File: src/rtl/fetch_pkg.sv
// Shared definitions for the instruction fetch unit: default parameters,
// the halt opcode and the fetch buffer entry layout.
// Latency: n/a (definitions only). Backpressure: n/a.
package fetch_pkg;

  localparam logic [31:0] RESET_PC_DEF = 32'h0000_0000;
  localparam int          INSTR_W_DEF  = 32;
  localparam logic [31:0] HALT_OPCODE  = 32'hFFFF_FFFF;

  // One buffered instruction together with the word address it came from.
  typedef struct packed {
    logic [31:0]            pc;
    logic [INSTR_W_DEF-1:0] data;
  } fetch_entry_t;

  // Word-address successor; wraps 32'hFFFF_FFFF to 0.
  function automatic logic [31:0] next_pc(input logic [31:0] pc);
    return pc + 32'd1;
  endfunction

endpackage

File: src/rtl/fetch_buf.sv
// Two-entry FIFO holding fetched instructions between memory and decode.
// Latency: a push is visible on head the cycle after the pushing edge.
// Backpressure: push while full is only accepted together with a pop; flush wins over push/pop.
//
// Ports: push/push_entry write, pop retires the head, flush empties,
//        full/empty status, head is the oldest entry (stale when empty).
module fetch_buf
  import fetch_pkg::*;
#(
  parameter type entry_t = fetch_entry_t
) (
  input  logic   clk,
  input  logic   rst_n,
  input  logic   push,
  input  entry_t push_entry,
  input  logic   pop,
  input  logic   flush,
  output logic   full,
  output logic   empty,
  output entry_t head
);

  entry_t     slot [2];
  logic       wr_ptr;
  logic       rd_ptr;
  logic [1:0] cnt_q;
  logic       do_push;
  logic       do_pop;

  assign empty   = (cnt_q == 2'd0);
  assign full    = (cnt_q == 2'd2);
  assign do_pop  = pop & ~empty;
  // Capture into a full buffer is legal when the head leaves in the same cycle.
  assign do_push = push & (~full | do_pop);
  assign head    = slot[rd_ptr];

  always_ff @(posedge clk or negedge rst_n) begin
    if (!rst_n) begin
      slot[0] <= '0;
      slot[1] <= '0;
      wr_ptr  <= 1'b0;
      rd_ptr  <= 1'b0;
      cnt_q   <= 2'd0;
    end else if (flush) begin
      wr_ptr <= 1'b0;
      rd_ptr <= 1'b0;
      cnt_q  <= 2'd0;
    end else begin
      if (do_push) begin
        slot[wr_ptr] <= push_entry;
        wr_ptr       <= ~wr_ptr;
      end
      if (do_pop) begin
        rd_ptr <= ~rd_ptr;
      end
      cnt_q <= cnt_q + 2'(do_push) - 2'(do_pop);
    end
  end

endmodule

File: src/rtl/fetch_unit.sv
// Instruction fetch: sequential word-address reads into a 2-entry buffer, with branch redirect.
// Latency: 2 cycles issue-to-instr_valid; one instruction per cycle with instr_ready held high.
// Backpressure: issue only while buffered + in-flight (after this cycle's retire) < 2; never overflows.
//
// Optional feature: define FETCH_HALT_EN to stop fetching once HALT_OPCODE retires
// (halted clears on reset or branch_en). Without it halted is tied to 0.
//
// Ports: clk, rst_n (async active-low); mem_en/mem_addr/mem_rdata to instruction
//        memory (data one cycle after mem_en); branch_en/branch_target redirect;
//        instr_valid/instr_ready/instr_data/instr_pc to decode; halted status.
module fetch_unit
  import fetch_pkg::*;
#(
  parameter logic [31:0] RESET_PC = RESET_PC_DEF,
  parameter int          INSTR_W  = INSTR_W_DEF
) (
  input  logic               clk,
  input  logic               rst_n,
  output logic               mem_en,
  output logic [31:0]        mem_addr,
  input  logic [INSTR_W-1:0] mem_rdata,
  input  logic               branch_en,
  input  logic [31:0]        branch_target,
  output logic               instr_valid,
  input  logic               instr_ready,
  output logic [INSTR_W-1:0] instr_data,
  output logic [31:0]        instr_pc,
  output logic               halted
);

  // Same layout as fetch_entry_t, resized to this instance's instruction width.
  typedef struct packed {
    logic [31:0]        pc;
    logic [INSTR_W-1:0] data;
  } slot_t;

  logic [31:0] pc_q;
  logic        inflight_q;
  logic [31:0] inflight_pc_q;
  logic        halted_q;

  logic        buf_full;
  logic        buf_empty;
  slot_t       head;
  slot_t       push_entry;
  logic        push;
  logic        pop;
  logic [1:0]  occ;
  logic [1:0]  pending;
  logic        issue;

  assign pop = ~buf_empty & instr_ready;

  // A read in flight is always captured next cycle unless a branch squashes it.
  assign push       = inflight_q & ~branch_en;
  assign push_entry = '{pc: inflight_pc_q, data: mem_rdata};

  // Occupancy after this cycle's retire plus the read still in flight must
  // leave room for one more capture, otherwise issuing could overflow.
  assign occ     = buf_full ? 2'd2 : (buf_empty ? 2'd0 : 2'd1);
  assign pending = occ - 2'(pop) + 2'(inflight_q);
  // rst_n gates issue so mem_en reads 0 for the whole time reset is held.
  assign issue   = rst_n & ~branch_en & ~halted_q & (pending < 2'd2);

  assign mem_en   = issue;
  assign mem_addr = pc_q;

  assign instr_valid = ~buf_empty;
  assign instr_data  = buf_empty ? '0 : head.data;
  assign instr_pc    = buf_empty ? '0 : head.pc;
  assign halted      = halted_q;

  always_ff @(posedge clk or negedge rst_n) begin
    if (!rst_n) begin
      pc_q          <= RESET_PC;
      inflight_q    <= 1'b0;
      inflight_pc_q <= '0;
    end else if (branch_en) begin
      // The latest target always wins; the outstanding read is dropped by
      // clearing inflight_q so its data is ignored next cycle.
      pc_q       <= branch_target;
      inflight_q <= 1'b0;
    end else begin
      inflight_q <= issue;
      if (issue) begin
        pc_q          <= next_pc(pc_q);
        inflight_pc_q <= pc_q;
      end
    end
  end

`ifdef FETCH_HALT_EN
  logic halt_hit;

  assign halt_hit = pop & (head.data == INSTR_W'(HALT_OPCODE));

  always_ff @(posedge clk or negedge rst_n) begin
    if (!rst_n) begin
      halted_q <= 1'b0;
    end else if (branch_en) begin
      halted_q <= 1'b0;
    end else if (halt_hit) begin
      halted_q <= 1'b1;
    end
  end
`else
  assign halted_q = 1'b0;
`endif

  fetch_buf #(
    .entry_t(slot_t)
  ) u_buf (
    .clk       (clk),
    .rst_n     (rst_n),
    .push      (push),
    .push_entry(push_entry),
    .pop       (pop),
    .flush     (branch_en),
    .full      (buf_full),
    .empty     (buf_empty),
    .head      (head)
  );

endmodule

File: config.mk
export PLATFORM = sky130hd
export DESIGN_NAME = fetch_unit
export DESIGN_NICKNAME = d
export VERILOG_FILES = /design/src/rtl/fetch_pkg.sv /design/src/rtl/fetch_buf.sv /design/src/rtl/fetch_unit.sv
export SDC_FILE = /design/constraint.sdc
export NUM_CORES = 1
export LEC_CHECK = 0
export ABC_CLOCK_PERIOD_IN_PS = 7200
export CAP_MARGIN = 20
export CORE_ASPECT_RATIO = 1.25
export CORE_MARGIN = 5
export CORE_UTILIZATION = 57
export CTS_CLUSTER_DIAMETER = 80
export DETAILED_ROUTE_END_ITERATION = 12
export MAX_ROUTING_LAYER = met4
export PLACE_DENSITY = 0.92
export REMOVE_ABC_BUFFERS = 1
export SLEW_MARGIN = 5
export SYNTH_ARGS = -nofsm -noshare
export SYNTH_HDL_FRONTEND = slang
export SYNTH_HIERARCHICAL = 1
export SYNTH_SLANG_ARGS = --single-unit
File: constraint.sdc
create_clock -name clk -period 7.2 [get_ports clk]
set_input_delay 2.16 -clock clk [delete_from_list [all_inputs] [get_ports clk]]
set_output_delay 2.16 -clock clk [all_outputs]
set_load 0.05 [all_outputs]
# After elaboration in Yosys (flattened, before gate mapping)
# Cells that the tools add are included.
[classes]
bitwise = 14
mux = 18
n_lt_le_gt_ge = 4
addsub = 5
reduce_logical = 7
n_eq_ne = 1
[ops]
columns = ["op", "n"]
rows = [
  ["$mux 64", 4],
  ["$bwmux 128", 1],
  ["$mux 32", 4],
  ["$demux 64 s1", 1],
  ["$add 32x1->32 const B", 1],
  ["$and 1x1->1", 6],
  ["$mux 1", 6],
  ["$reduce_bool 2->1", 3],
  ["$not 1->1", 5],
  ["$add 2x1->2", 2],
  ["$ge 2x2->1 const B", 2],
  ["$mux 2", 2],
  ["$not 1->2", 2],
  ["$reduce_and 2->1", 2],
  ["$sub 2x1->2", 2],
  ["$eq 2x2->1 const B", 1],
  ["$logic_not 2->1", 1],
  ["$lt 2x1->1 const B", 1],
  ["$lt 2x2->1 const B", 1],
  ["$logic_and 1x1->1", 1],
  ["$or 1x1->1", 1],
]
[word_totals]
in_bits = 68
word_cells = 59
ff_bits = 197

# Depth between registers and ports, before layout
# Gate-level depths: netlist (run 1).
[depth]
ltp_word = 9
mapped_depth = 11
depth_no_buf = 10

# By module
# Netlist (run 1), hierarchy kept.
[by_module_without_submodules]
columns = ["mod", "cells_per_inst", "seq_area_each_um2", "instances", "area_each_um2"]
rows = [
  ["fetch_buf", 366, 3303.2, 1, 5982.0],
  ["fetch_unit", 372, 1626.6, 1, 3619.7],
]

# Least setup slack after synthesis (run 1)
# No wires, ideal clock.
[synth_timing]
path_kind = "input to output"
startpoint = "input port instr_ready"
endpoint = "output port mem_en"
n_path_buf = 1
path_slack_ps = 1020
t_required_ps = 5040
arrival_ps = 4020
cell_stages = 7
cell_sequence = "nor2b_1 > ha_1 > and2b_1 > xnor2_1 > nand3_1 > clkbuf_1 > inv_1"
[synth_between]
elab_chain_len = 5
[synth_rtl]
columns = ["element", "line_no", "text"]
rows = [
  ["from (decl)", "fetch_unit.sv:25", "input logic instr_ready,"],
  ["$and 1x1->1", "fetch_unit.sv:52", "assign pop = ~buf_empty & instr_ready;"],
  ["$sub 2x1->2", "fetch_unit.sv:61", "assign pending = occ - 2'(pop) + 2'(inflight_q);"],
  ["$add 2x1->2", "fetch_unit.sv:61", ""],
  ["$lt 2x2->1", "fetch_unit.sv:63", "assign issue = rst_n & ~branch_en & ~halted_q & (pending < 2'd2);"],
  ["$and 1x1->1", "fetch_unit.sv:63", ""],
  ["to (decl)", "fetch_unit.sv:19", "output logic mem_en,"],
]
# No other way between the ends.

# Final worst setup path (run 1)
[layout_timing]
startpoint = "input port instr_ready"
endpoint = "output port mem_en"
[layout_between]
elab_chain_len = 5
[layout_rtl]
columns = ["element", "line_no", "text"]
rows = [
  ["$and 1x1->1", "fetch_unit.sv:52", ""],
  ["via pop", "fetch_unit.sv:47", "logic pop;"],
  ["$sub 2x1->2", "fetch_unit.sv:61", ""],
  ["$add 2x1->2", "fetch_unit.sv:61", ""],
  ["$lt 2x2->1", "fetch_unit.sv:63", ""],
  ["$and 1x1->1", "fetch_unit.sv:63", ""],
]
# The timed path passes the listed nets, and every way through them passes these cells.

==> summary.txt, run 1 <==
Layout
  – Register Area: 4933 um^2
  – Design area: 11950 um^2
  – Most frequent cells in the layout: dfrtp_1, clkdlybuf4s50_1, mux2_2
  – Fin cells: 1118
  – Fillers: 1159
  – Layout cells sized above 1: 0.2996
  – Final Util: 0.7153
  – # nets final: 957
  – Ant. Diodes: 0
  – Synthesis-to-layout area growth: 24.49%
  – Commonest non-fill, non-tap cell in the layout: dfrtp_1
  – Footprint of the multi-input gates: 4427 um^2

Logic synthesis
  – Mapped Cells: 738
  – Unique cell type count in the Yosys netlist: 45
  – Sequential element share of the synthesized area: 0.5134
  – Ys flop type: dfrtp_1
  – Fraction of registers with async set/reset: 1.000
  – Yosys reg bits: 197
  – Number of synthesized flops with an enable pin: 0
  – Post-Syn Area: 9602 um^2
  – Avg Inst Size Synth: 13.01 um^2
  – YS warnings: 6

Critical path
  – Crit Path Class: input pin to output port
  – R2R cell count: 9
  – Crit-path max FO: 6
  – Worst setup EP type: output port
  – Reg2reg end: mem_addr[30]
  – Max stage delay cell, worst path: xnor2_1
  – FF-to-FF setup slack: 3.35 ns
  – Family with the most delay on the worst path: buffers and inverters
  – Crit path arrival time: 4.23 ns
  – Crit path depth: 8
  – CP bufs+invs: 3
  – Worst stage delay on the critical path: 0.48 ns
  – CP startpoint kind: input pin
  – Worst Path Required: 5.04 ns
  – FF-to-FF Start: u_buf/cnt_q[1]
  – Cell breakdown of the critical path: clkdlybuf4s50_1 > nor2b_1 > ha_1 > and2b_1 > xnor2_1 > nand3_2 > inv_1 > buf_12

STA
  – Final hold slack: 0.4882 ns
  – Fin. max-slew vios: 0
  – Setup violators final: 0
  – Crit path time final: 6.390 ns
  – Fmax achieved: 156.5 MHz
  – Final critical-path share of the clock period: 0.8875
  – Setup ws final: 0.8101 ns
  – Final hold vios: 0
  – Rel. slew slack: 0.3326
  – Final Skew: 0.01097 ns
  – RSZ-0062 raised after global routing: no
  – Worst-margin pin slew: 1.001 ns

Hold path
  – Hold_sp: u_buf/slot[31]
  – Hold path endpoint: u_buf/slot[31]
  – WHS Path Cells: 1
  – Hold Crit Class: flip-flop to flip-flop

Power and ir drop
  – Leak: 5.047 nW
  – Peak supply drop: 0.1697 mV
  – Pwr dens: 279.9 nW/um^2

Floorplanning
  – Ports: 167
  – Die Span Y: 155.1 um
  – Initial core utilization: 0.5746
  – Die width: 126.1 um
  – Row count: 53
  – Die area: 19560 um^2
  – Core area: 16710 um^2

Global routing
  – Met1 Use GR: 0.2820
  – Total GRT Usage: 0.2360
  – Grt peak-use layer: met2
  – First-pass GRT wire length: 35.68 mm
  – Initial antenna violation count: 0
  – Grt met2 use: 0.3949
  – GRT overflow: 0
  – Largest net degree at the start of global routing: 71
  – GR Util met3: 0.05220
  – Vias in the first global route: 6908

Drt
  – Routed vias: 6311
  – Initial DRC count: 440
  – Final ANT Viol Nets: 0
  – Drt wl/cell: 19.63 um
  – DRC violations left: 0
  – Final WL: 21.95 mm
  – Via density: 5.645
  – Pre-antenna DRT Iters: 4

Run status
  – Run status: finished clean

CTS
  – Resized Gates After CTS: 0
  – CTS tree: done
  – Number of H-tree levels: 4
  – Later-pin clock latency in the skew report: 0.43 ns
  – Hold-fix buffers, CTS: 0
  – Num CTS Buffers: 17
  – TritonCTS Sinks: 197
  – Clk buf depth: 2
  – Root Buffer: clkbuf_16
  – Clk pin slew, worst setup/hold paths: 0.06 ns
  – Setup Fix Bufs, Post-CTS: 0

Job
  – Max Cap Viol: 0

Place
  – Hpwl dp: 14.54 mm
  – DP Cell Count: 1085
  – Pre-CTS WS: 0.8401 ns
  – IO buf count: 165
  – DP Area: 11370 um^2
  – Final Wtd Congestion: 0.8630
## where the power goes
group,internal [mW],switching (mW)
Sequential,1.37,0.175
Clock,0.485,0.406
Combinational,0.501,0.406
## how the worst max path moves through the flow
stage	startpoint	end	slack [ns]
after global routing	instr_ready	mem_en	0.68
after floorplan	u_buf/cnt_q[1]	mem_en	-0.14
after global placement	instr_ready	mem_en	0.88
after detailed placement	instr_ready	mem_en	0.84
final	instr_ready	mem_en	0.81
after CTS	instr_ready	mem_en	0.83
## flip-flops by register name (all words and copies together), names as in the netlist
signal and count:
u_buf/rd_ptr 1, inflight_pc_q 32, mem_addr 32, u_buf/slot 128
u_buf/cnt_q 2, inflight_q 1, u_buf/wr_ptr 1
## cells in the mapped netlist, drive strengths merged, types with 5 or more instances
cell,count,area share
mux2,223,0.28
o21ai,26,0.014
nand4,7,0.0046
dfrtp,197,0.51
nor3,6,0.0031
nor2,18,0.0070
clkbuf,29,0.011
inv,7,0.0027
xor2,12,0.011
xnor2,13,0.013
buf,16,0.014
a31oi,9,0.0059
nor4,5,0.0033
or4,5,0.0039
and3,5,0.0033
nand2,36,0.014
nor2b,69,0.045
and4,5,0.0046
nand3,10,0.0052
## kinds of logic (layout without fill, tap and decap cells)
logic type | Yosys count | after routing | share of synthesized area
muxes | 224 | 224 | 0.2860
adders and majority gates | 4 | 4 | 0.005213
DFF | 197 | 197 | 0.5134
AOI/OAI and AO/OA | 52 | 52 | 0.03505
and+or+nand+nor | 183 | 183 | 0.1070
other | 1 | 1 | 0.0003906
xor gates and xnor gates | 25 | 25 | 0.02437
buffers and inverters | 52 | 212 | 0.02854
## per-layer routing
metal / routed length [um] / part of all wire
met3: 1053 / 0.048
met5: 0 / 0
met2: 11540 / 0.53
met4: 576 / 0.026
met1: 8782 / 0.40
## cell type report
type	instances	area share
Clock buffer	20	0.03737
Clock inverter	12	0.008688
Inverter	7	0.002198
Multi-Input combinational cell	489	0.3704
Sequential cell	197	0.4128
Tap cell	220	0.02303
Timing Repair Buffer	173	0.1456
## stage by stage
step                setup TNS, ns  power, mW
CTS                             0      3.368
detailed placement              0      2.472
global placement                0      2.419
floorplan                 -0.1410      2.167
global route                    0      3.507
finish                          0      3.345
(Power assumes the default switching activity.)
==> run 2: changes to the inputs <==
--- a/config.mk
+++ b/config.mk
@@ -9,12 +9,15 @@
 export CAP_MARGIN = 20
 export CORE_ASPECT_RATIO = 1.25
 export CORE_MARGIN = 5
-export CORE_UTILIZATION = 57
+export CORE_UTILIZATION = 59
+export CTS_BUF_LIST = sky130_fd_sc_hd__clkbuf_4
 export CTS_CLUSTER_DIAMETER = 80
 export DETAILED_ROUTE_END_ITERATION = 12
 export MAX_ROUTING_LAYER = met4
-export PLACE_DENSITY = 0.92
+export PLACE_DENSITY = 0.95
 export REMOVE_ABC_BUFFERS = 1
+export SETUP_SLACK_MARGIN = 0.2
+export SKIP_LAST_GASP = 1
 export SLEW_MARGIN = 5
 export SYNTH_ARGS = -nofsm -noshare
 export SYNTH_HDL_FRONTEND = slang
==> run 2 against run 1 <==
Compared with the run above:
- routed wire length decreased by 0.81%
- count of clock-buffer cells in the layout decreased by 1
- critical path type unchanged
- power decreased by 7.4%
==> summary.txt, run 2 (synthesis gave the netlist of run 1 again) <==
Layout
  – Fin cells: 1116 (-0.18%)
  – Largest register FFs: 128 (unchanged)
  – Synthesis-to-layout area growth: 22.17%
  – # nets final: 958 (+0.10%)
  – Most frequent cells in the layout: dfrtp_1, clkdlybuf4s50_1, mux2_2
  – Commonest non-fill, non-tap cell in the layout: dfrtp_1
  – Largest Register: u_buf/slot
  – Layout cells sized above 1: 0.2992 (-0.0003332)

CTS
  – Num CTS Buffers: 17 (unchanged)
  – Clk pin slew, worst setup/hold paths: 0.13 ns (+0.07 ns)
  – Root Buffer: clkbuf_4
  – TritonCTS Sinks: 197 (unchanged)
  – Number of H-tree levels: 4 (unchanged)
  – Later-pin clock latency in the skew report: 0.57 ns (+0.14 ns)
  – CTS tree: done
  – Clk buf depth: 2 (unchanged)
  – Hold-fix buffers, CTS: 0 (unchanged)
  – Resized Gates After CTS: 0 (unchanged)
  – Setup Fix Bufs, Post-CTS: 0 (unchanged)

Place
  – DP Cell Count: 1082 (-0.28%)
  – Hpwl dp: 14.16 mm (-2.6%)
  – Final Wtd Congestion: 0.8227 (-4.7%)
  – IO buf count: 165 (unchanged)
  – Pre-CTS WS: 0.8607 ns (+0.02062 ns)

Critical path
  – Worst stage delay on the critical path: 0.50 ns (+0.02 ns)
  – Crit Path Class: input pin to output port
  – CP bufs+invs: 3 (unchanged)
  – Family with the most delay on the worst path: buffers and inverters
  – Crit-path max FO: 6 (unchanged)
  – Crit path arrival time: 4.19 ns (-0.04 ns)
  – Worst setup EP type: output port
  – Max stage delay cell, worst path: xnor2_1
  – Cell breakdown of the critical path: clkdlybuf4s50_1 > nor2b_1 > ha_1 > xor2_1 > xnor2_1 > nand3_2 > inv_1 > buf_12
  – CP startpoint kind: input pin
  – Worst Path Required: 5.04 ns (about the same)

STA
  – Final Skew: 0.01967 ns (+0.008700 ns)
  – Final critical-path share of the clock period: 0.8821 (-0.005384)
  – Crit path time final: 6.351 ns (-0.03876 ns)
  – Setup ws final: 0.8489 ns (+0.03876 ns)
  – Fmax achieved: 157.5 MHz (+0.61%)
  – Worst-margin pin slew: 1.059 ns (+0.05774 ns)
  – Setup violators final: 0 (unchanged)
  – RSZ-0062 raised after global routing: no
  – Fin. max-slew vios: 0 (unchanged)
  – Rel. slew slack: 0.2941 (-0.03849)
  – Final hold vios: 0 (unchanged)

Drt
  – Drt wl/cell: 19.51 um (-0.63%)
  – Routed vias: 6348 (+0.59%)
  – Final ANT Viol Nets: 0 (unchanged)
  – Initial DRC count: 416 (-5.5%)
  – DRC violations left: 0 (unchanged)
  – Pre-antenna DRT Iters: 5 (+1)
  – Final WL: 21.77 mm (-0.81%)
  – Via density: 5.688 (+0.77%)

Floorplanning
  – Row count: 52 (-1.9%)
  – Initial core utilization: 0.5975 (+0.02290)
  – Ports: 167 (unchanged)
  – Die area: 18940 um^2 (-3.2%)
  – Die Span Y: 152.6 um (-1.6%)
  – Core area: 16070 um^2 (-3.8%)
  – Die width: 124.1 um (-1.6%)

Power and ir drop
  – Pwr dens: 264.1 nW/um^2 (-5.6%)
  – Leak: 4.947 nW (-2.0%)
  – Peak supply drop: 0.1461 mV (-14%)

Global routing
  – GRT overflow: 0 (unchanged)
  – Largest net degree at the start of global routing: 87 (+23%)
  – Total GRT Usage: 0.2465 (+0.01053)
  – First-pass GRT wire length: 35.91 mm (+0.64%)
  – Initial antenna violation count: 1 (+1)
  – Vias in the first global route: 6913 (+0.072%)

Run status
  – Run status: finished clean

Hold path
  – Hold Crit Class: flip-flop to flip-flop

Job
  – Max Cap Viol: 0 (unchanged)
==> run 2: metrics by stage <==
| step | power [mW] | cell area (um^2) | util | hold WS, ns | TNS, ns |
|---|---|---|---|---|---|
| finish | 3.098 | 11730 | 0.7299 | 0.5010 | 0 |
| global route | 3.258 | 11730 | 0.7299 | 0.5164 | 0 |
| CTS | 3.119 | 11700 | 0.7280 | 0.5047 | 0 |
| detailed placement | 2.468 | 11380 | 0.7080 | 0.4708 | 0 |
| global placement | 2.415 | 11380 | 0.7080 | 0.4624 | 0 |
| floorplan | 2.167 | 9354 | - | 0.4525 | -0.1410 |
==> run 2: final timing paths <==
path	startpoint	to	slack (ns)	depth (start not counted)
worst max-delay path	instr_ready	mem_en	0.85	8
worst min-delay path	u_buf/slot[1]	u_buf/slot[1]	0.50	1
worst max register to register	u_buf/cnt_q[1]	mem_addr[26]	3.39	9
worst min register to register	u_buf/slot[1]	u_buf/slot[1]	0.50	1
max in group asynchronous	rst_n	u_buf/slot[4]	3.77	4
min in group asynchronous	rst_n	u_buf/slot[33]	1.47	1
==> run 2: area by class of cell <==
class	instances	area (um^2)
repair buffers	174	1748
clock buffers	19	142.6
well taps	216	270.3
inverters	7	26.28
clock inverters	13	180.2
fillers	1067	4340
multi-input cells	489	4427
diodes	1	2.502
flip-flops and latches	197	4933
==> run 2: report_power, final <==
part / leakage (nW) / switching (mW) / internal (mW)
combinational: 2.32 / 0.406 / 0.503
clock: 0.162 / 0.366 / 0.283
sequential: 2.47 / 0.174 / 1.37
total: 4.95 / 0.946 / 2.15
==> run 2: routing by layer <==
| metal | part of all wire | vias up | GRT usage | wire length (um) |
|---|---|---|---|---|
| met4 | 0.019 | 0 | 0.08403 | 423 |
| met1 | 0.41 | 3191 | 0.3124 | 8877 |
| li1 | - | 2903 | - | - |
| met2 | 0.52 | 215 | 0.4034 | 11350 |
| met3 | 0.051 | 39 | 0.03825 | 1118 |
| met5 | 0 | - | - | 0 |
==> variant 1: new RTL, config.mk and constraints of run 1 <==
Set the package constant `INSTR_W_DEF` to 24 (it was 32).
--- a/src/rtl/fetch_pkg.sv
+++ b/src/rtl/fetch_pkg.sv
@@ -4,7 +4,7 @@
 package fetch_pkg;
 
   localparam logic [31:0] RESET_PC_DEF = 32'h0000_0000;
-  localparam int          INSTR_W_DEF  = 32;
+  localparam int          INSTR_W_DEF  = 24;
   localparam logic [31:0] HALT_OPCODE  = 32'hFFFF_FFFF;
 
   // One buffered instruction together with the word address it came from.
Ports: changed (resized instr_data and mem_rdata); port bits go from 167 to 151. The function was not compared with the original's and may differ.
==> variant 1 against run 1 <==
Non-clock buffer count is 16 lower. Sequential power is 8% lower. First-iteration DRC count fell by 14%. Utilization is 0.46 points higher. Worst hold slack improved by 14 ps. Setup slack got worse by 190 ps. Synthesized area decreased by 5.2%. Sequential cell count decreased by 16. Sequential share of layout area is 1.0 points lower. Clock skew is 2.5 ps lower. Clock power hardly changed. Power is 5.4% lower. Design area is 5.8% lower. Wire length fell by 8.1%. Highest routed layer unchanged.
==> variant 1: results (changes against run 1) <==
### Outcome
- result of the run: finished clean, unchanged

### Critical path
- Critical Path Max Stage Delay: 440 ps, was 480 ps
- setup slack of the most critical reg-to-reg path: 3950 ps, was 3350 ps
- slowest cell on the critical path: clkdlybuf4s50_1, was xnor2_1
- top cell family by delay on the critical path: simple AND/OR/NAND/NOR gates, was buffers and inverters
- Critical Path AT: 4420 ps, was 4230 ps
- worst flop-to-flop path endpoint: inflight_pc_q[26]$_DFFE_PN0P_, was mem_addr[30]$_DFFE_PN0P_

### Finish
- number of inserted filler cells in the final layout: 1081, was 1159
- Largest register FFs: 112, was 128
- multi-input combinational cell area: 4280 µm², was 4430 µm²
- number of clock-tree buffers in the layout: 21, was 20
- clock network area share: 0.0508, was 0.0461
- net count of the finished layout: 884, was 957
- share of layout cells above drive strength 1: 0.315, was 0.300
- multi-input combinational cell count: 456, was 489

### Routing
- met1 WL: 8490 µm, was 8780 µm
- routed wire length on met3: 929 µm, was 1050 µm
- total met2 wirelength after detailed routing: 10400 µm, was 11500 µm
- routed vias: 5825, was 6311
- iteration-0 DRC count of the detailed router: 380, was 440

### Worst hold path
- min-delay src: u_buf/slot[85]$_DFFE_PN0P_, was u_buf/slot[31]$_DFFE_PN0P_
- endpoint of the worst hold path: u_buf/slot[85]$_DFFE_PN0P_, was u_buf/slot[31]$_DFFE_PN0P_

### Placement
- number of port buffers: 149, was 165
- sum of net half-perimeters after detailed placement: 13400 µm, was 14500 µm
- gp weighted congestion: 0.847, was 0.863
- area after detailed placement: 10700 µm², was 11400 µm²

### Synth
- mux contribution to synthesized area: 0.277, was 0.286
- flip-flop and latch count after synthesis: 181, was 197
- cell types occupying the most area after synthesis: dfrtp_1, mux2_2, mux2_4, unchanged
- area fraction in compound gates after synthesis: 0.0394, was 0.0351
- XOR/XNOR share of the synthesized area: 0.0342, was 0.0244

### Die
- placeable core region: 15600 µm², was 16700 µm²

### GRT
- vias in the first global route: 6291, was 6908
- overall global routing resource usage: 0.232, was 0.236

### Power and ir drop
- Leak: 4.74 nW, was 5.05 nW
- peak ir drop on the vdd network: 174 µV, was 170 µV

### STA
- Max Clock Skew: 8.44 ps, was 11.0 ps

variant 1: changes by cell type after synthesis, moves of 5 or more:
cell,delta
mux2_2,-25
dfrtp_1,-16
xnor2_1,+14
o21ai_0,-12
o21ai_1,+11
nor2_1,-10
a31oi_1,-9
clkbuf_1,-9
a2111oi_2,+8
nor2b_1,-8
xor2_1,-7
nand2_1,+6
or4_1,-5
variant 1: metrics by stage:
step,power (mW),utilization,hold slack (ps),setup WS [ps],cells
floorplan,2.01,-,475,29.1,644
global placement,2.24,0.682,481,688,1012
CTS,3.19,0.718,504,595,1044
detailed placement,2.29,0.682,488,599,1012
finish,3.16,0.720,503,618,1045
global route,3.32,0.720,516,463,1045
variant 1: metal layers:
layer  track usage  vias up
li1              -     2684
met1         0.281     2941
met2         0.389      167
met3        0.0486       33
met4        0.0765        0
met5             -        -
variant 1: power by group:
group | leakage, nW | internal, mW | switching (mW)
registers | 2.28 | 1.26 | 0.164
clock network | 0.271 | 0.504 | 0.385
logic | 2.19 | 0.471 | 0.379
==> variant 2: new RTL, config.mk and constraints of run 1 <==
Without the edit above. Register the input `branch_target` before use, without a reset. The logic sees it one clock later. The other inputs are not delayed to match. Comments in the files are not updated.
--- a/src/rtl/fetch_unit.sv
+++ b/src/rtl/fetch_unit.sv
@@ -33,6 +33,12 @@
     logic [31:0]        pc;
     logic [INSTR_W-1:0] data;
   } slot_t;
+
+  logic [31:0] branch_target_q;
+
+  always_ff @(posedge clk) begin
+    branch_target_q <= branch_target;
+  end
 
   logic [31:0] pc_q;
   logic        inflight_q;
@@ -78,7 +84,7 @@
     end else if (branch_en) begin
       // The latest target always wins; the outstanding read is dropped by
       // clearing inflight_q so its data is ignored next cycle.
-      pc_q       <= branch_target;
+      pc_q       <= branch_target_q;
       inflight_q <= 1'b0;
     end else begin
       inflight_q <= issue;
Behaviour: not the same (a bounded check fails within 4 cycles, from zero or initial values and one cycle with rst_n low).
==> variant 2 against run 1 <==
Count of clock-buffer cells in the layout is 18 higher. Sequential cell count rose by 32. Utilization up 1.0 points. Critical endpoint unchanged. Worst hold slack lost 52 ps. Non-clock buffer count is 2 higher. Power rose by 11%. Setup slack improved by 120 ps. Synthesized area grew 6.5%. Sequential power rose by 11%. Wire length rose by 4.5%. Combinational power decreased by 1%. Clock skew is 2.7 ps lower. Design area rose by 6.6%. Cell count rose by 4.2%.
==> variant 2: results (changes against run 1) <==
### Placement
- sum of net half-perimeters after detailed placement: 15200 µm, was 14500 µm
- Worst Setup Slack post-DPL: 925 ps, was 840 ps
- count of placed standard cells including taps: 1125, was 1085
- gp weighted congestion: 0.896, was 0.863
- area after detailed placement: 12000 µm², was 11400 µm²

### Power and ir drop
- Sw Share: 0.276, was 0.295
- Leak: 5.55 nW, was 5.05 nW
- peak ir drop on the vdd network: 214 µV, was 170 µV

### Routing
- total wire length: 22900 µm, was 21900 µm
- vias per inst: 5.58, was 5.64
- iteration-0 DRC count of the detailed router: 303, was 440
- post-DR wirelength/cell: 19.7 µm, was 19.6 µm
- number of iterations in the first detailed-routing pass: 5, was 4

### Clock network
- clock tree buffer depth: 3, was 2
- clock latency at the later pin of the worst-skew pair: 490 ps, was 430 ps
- number of CTS-inserted buffers: 22, was 17
- Post-CTS Resized: 0, unchanged
- CTS H-Tree Depth: 1, was 4

### Synth
- sequential element share of the synthesized area: 0.545, was 0.513
- number of warnings printed during yosys synthesis: 6, unchanged
- fraction of registers with async set or reset after synthesis: 0.860, was 1.00
- Post-synth top cells: dfrtp_1, mux2_2, nor2b_1, unchanged
- number of cells produced by synthesis: 768, was 738
- Distinct cells, synth: 46, was 45
- cell types occupying the most area after synthesis: dfrtp_1, mux2_2, mux2_4, unchanged

### Outcome
- result of the run: finished clean, unchanged

### GRT
- wire length of the first global-routing pass: 37000 µm, was 35700 µm
- overall global routing resource usage: 0.227, was 0.236
- vias in the first global route: 7153, was 6908
- largest net degree at the start of global routing: 77, was 71

### Finish
- Largest register FFs: 128, unchanged
- share of layout cells above drive strength 1: 0.296, was 0.300
- net count of the finished layout: 996, was 957

### STA
- relative slew slack: 0.341, was 0.333
- Max Clock Skew: 8.22 ps, was 11.0 ps

### Critical path
- Critical Path AT: 4110 ps, was 4230 ps
- slowest cell on the critical path: clkdlybuf4s50_1, was xnor2_1
- Critical Path Max Stage Delay: 450 ps, was 480 ps
- top cell family by delay on the critical path: buffers and inverters, unchanged

## variant 2: tightest hold or removal path, cell delays in order, from the launching register on
cell and delay, ps:
dfxtp_1 300, nand2_1 40, o21ai_0 50
## variant 2: layer usage
metal	part of all wire	vias to the layer above	wire, µm	global-route usage
met3	0.052	44	1180	0.0411
met5	0	-	0	-
met2	0.51	170	11800	0.384
met1	0.41	3275	9300	0.273
met4	0.028	0	633	0.0733
li1	-	3011	-	-
## variant 2: cell families after synthesis
| kind of cell | after synthesis | synth area share |
|---|---|---|
| AO/OA/AOI/OAI | 57 | 0.0362 |
| XOR/XNOR | 30 | 0.0257 |
| adder cells (fa/ha/maj) | 3 | 0.00367 |
| buffers and inverters | 48 | 0.0246 |
| flip-flops | 229 | 0.545 |
| multiplexers | 226 | 0.267 |
| other | 1 | 0.000367 |
| AND/OR/NAND/NOR | 174 | 0.0980 |
## variant 2: power groups by stage
stage	Combinational (mW)	Clock, mW	Sequential (mW)
2_1_floorplan	0.598	0	1.74
3_3_place_gp	0.872	0	1.71
3_5_place_dp	0.899	0	1.74
4_1_cts	0.909	1.12	1.72
5_1_grt	0.962	1.18	1.75
6_report	0.898	1.10	1.72
## variant 2: path summary, 6_finish.rpt
| kind | from | end | slack (ps) | cells after the start |
|---|---|---|---|---|
| min | branch_target_q[0]$_DFF_P_ | mem_addr[0]$_DFFE_PN0P_ | 440 | 2 |
| max reg2reg | u_buf/cnt_q[1]$_DFF_PN0_ | u_buf/slot[107]$_DFFE_PN0P_ | 3490 | 6 |
| max | instr_ready | mem_en | 930 | 8 |
| max in group asynchronous | rst_n | u_buf/slot[118]$_DFFE_PN0P_ | 3070 | 4 |
| min reg2reg | branch_target_q[0]$_DFF_P_ | mem_addr[0]$_DFFE_PN0P_ | 440 | 2 |
| min in group asynchronous | rst_n | u_buf/slot[51]$_DFFE_PN0P_ | 1570 | 1 |
## variant 2: through the flow
step                power, mW  setup TNS (ps)
floorplan                2.34            -522
global placement         2.59               0
detailed placement       2.64               0
CTS                      3.76               0
global route             3.90               0
finish                   3.72               0
## variant 2: layout make-up
class	instances	area, µm²
Clock buffer	38	682
Clock inverter	2	12.5
Fill cell	1222	4830
Inverter	6	22.5
Multi-Input combinational cell	491	4420
Sequential cell	229	5570
Tap cell	224	280
Timing Repair Buffer	175	1750
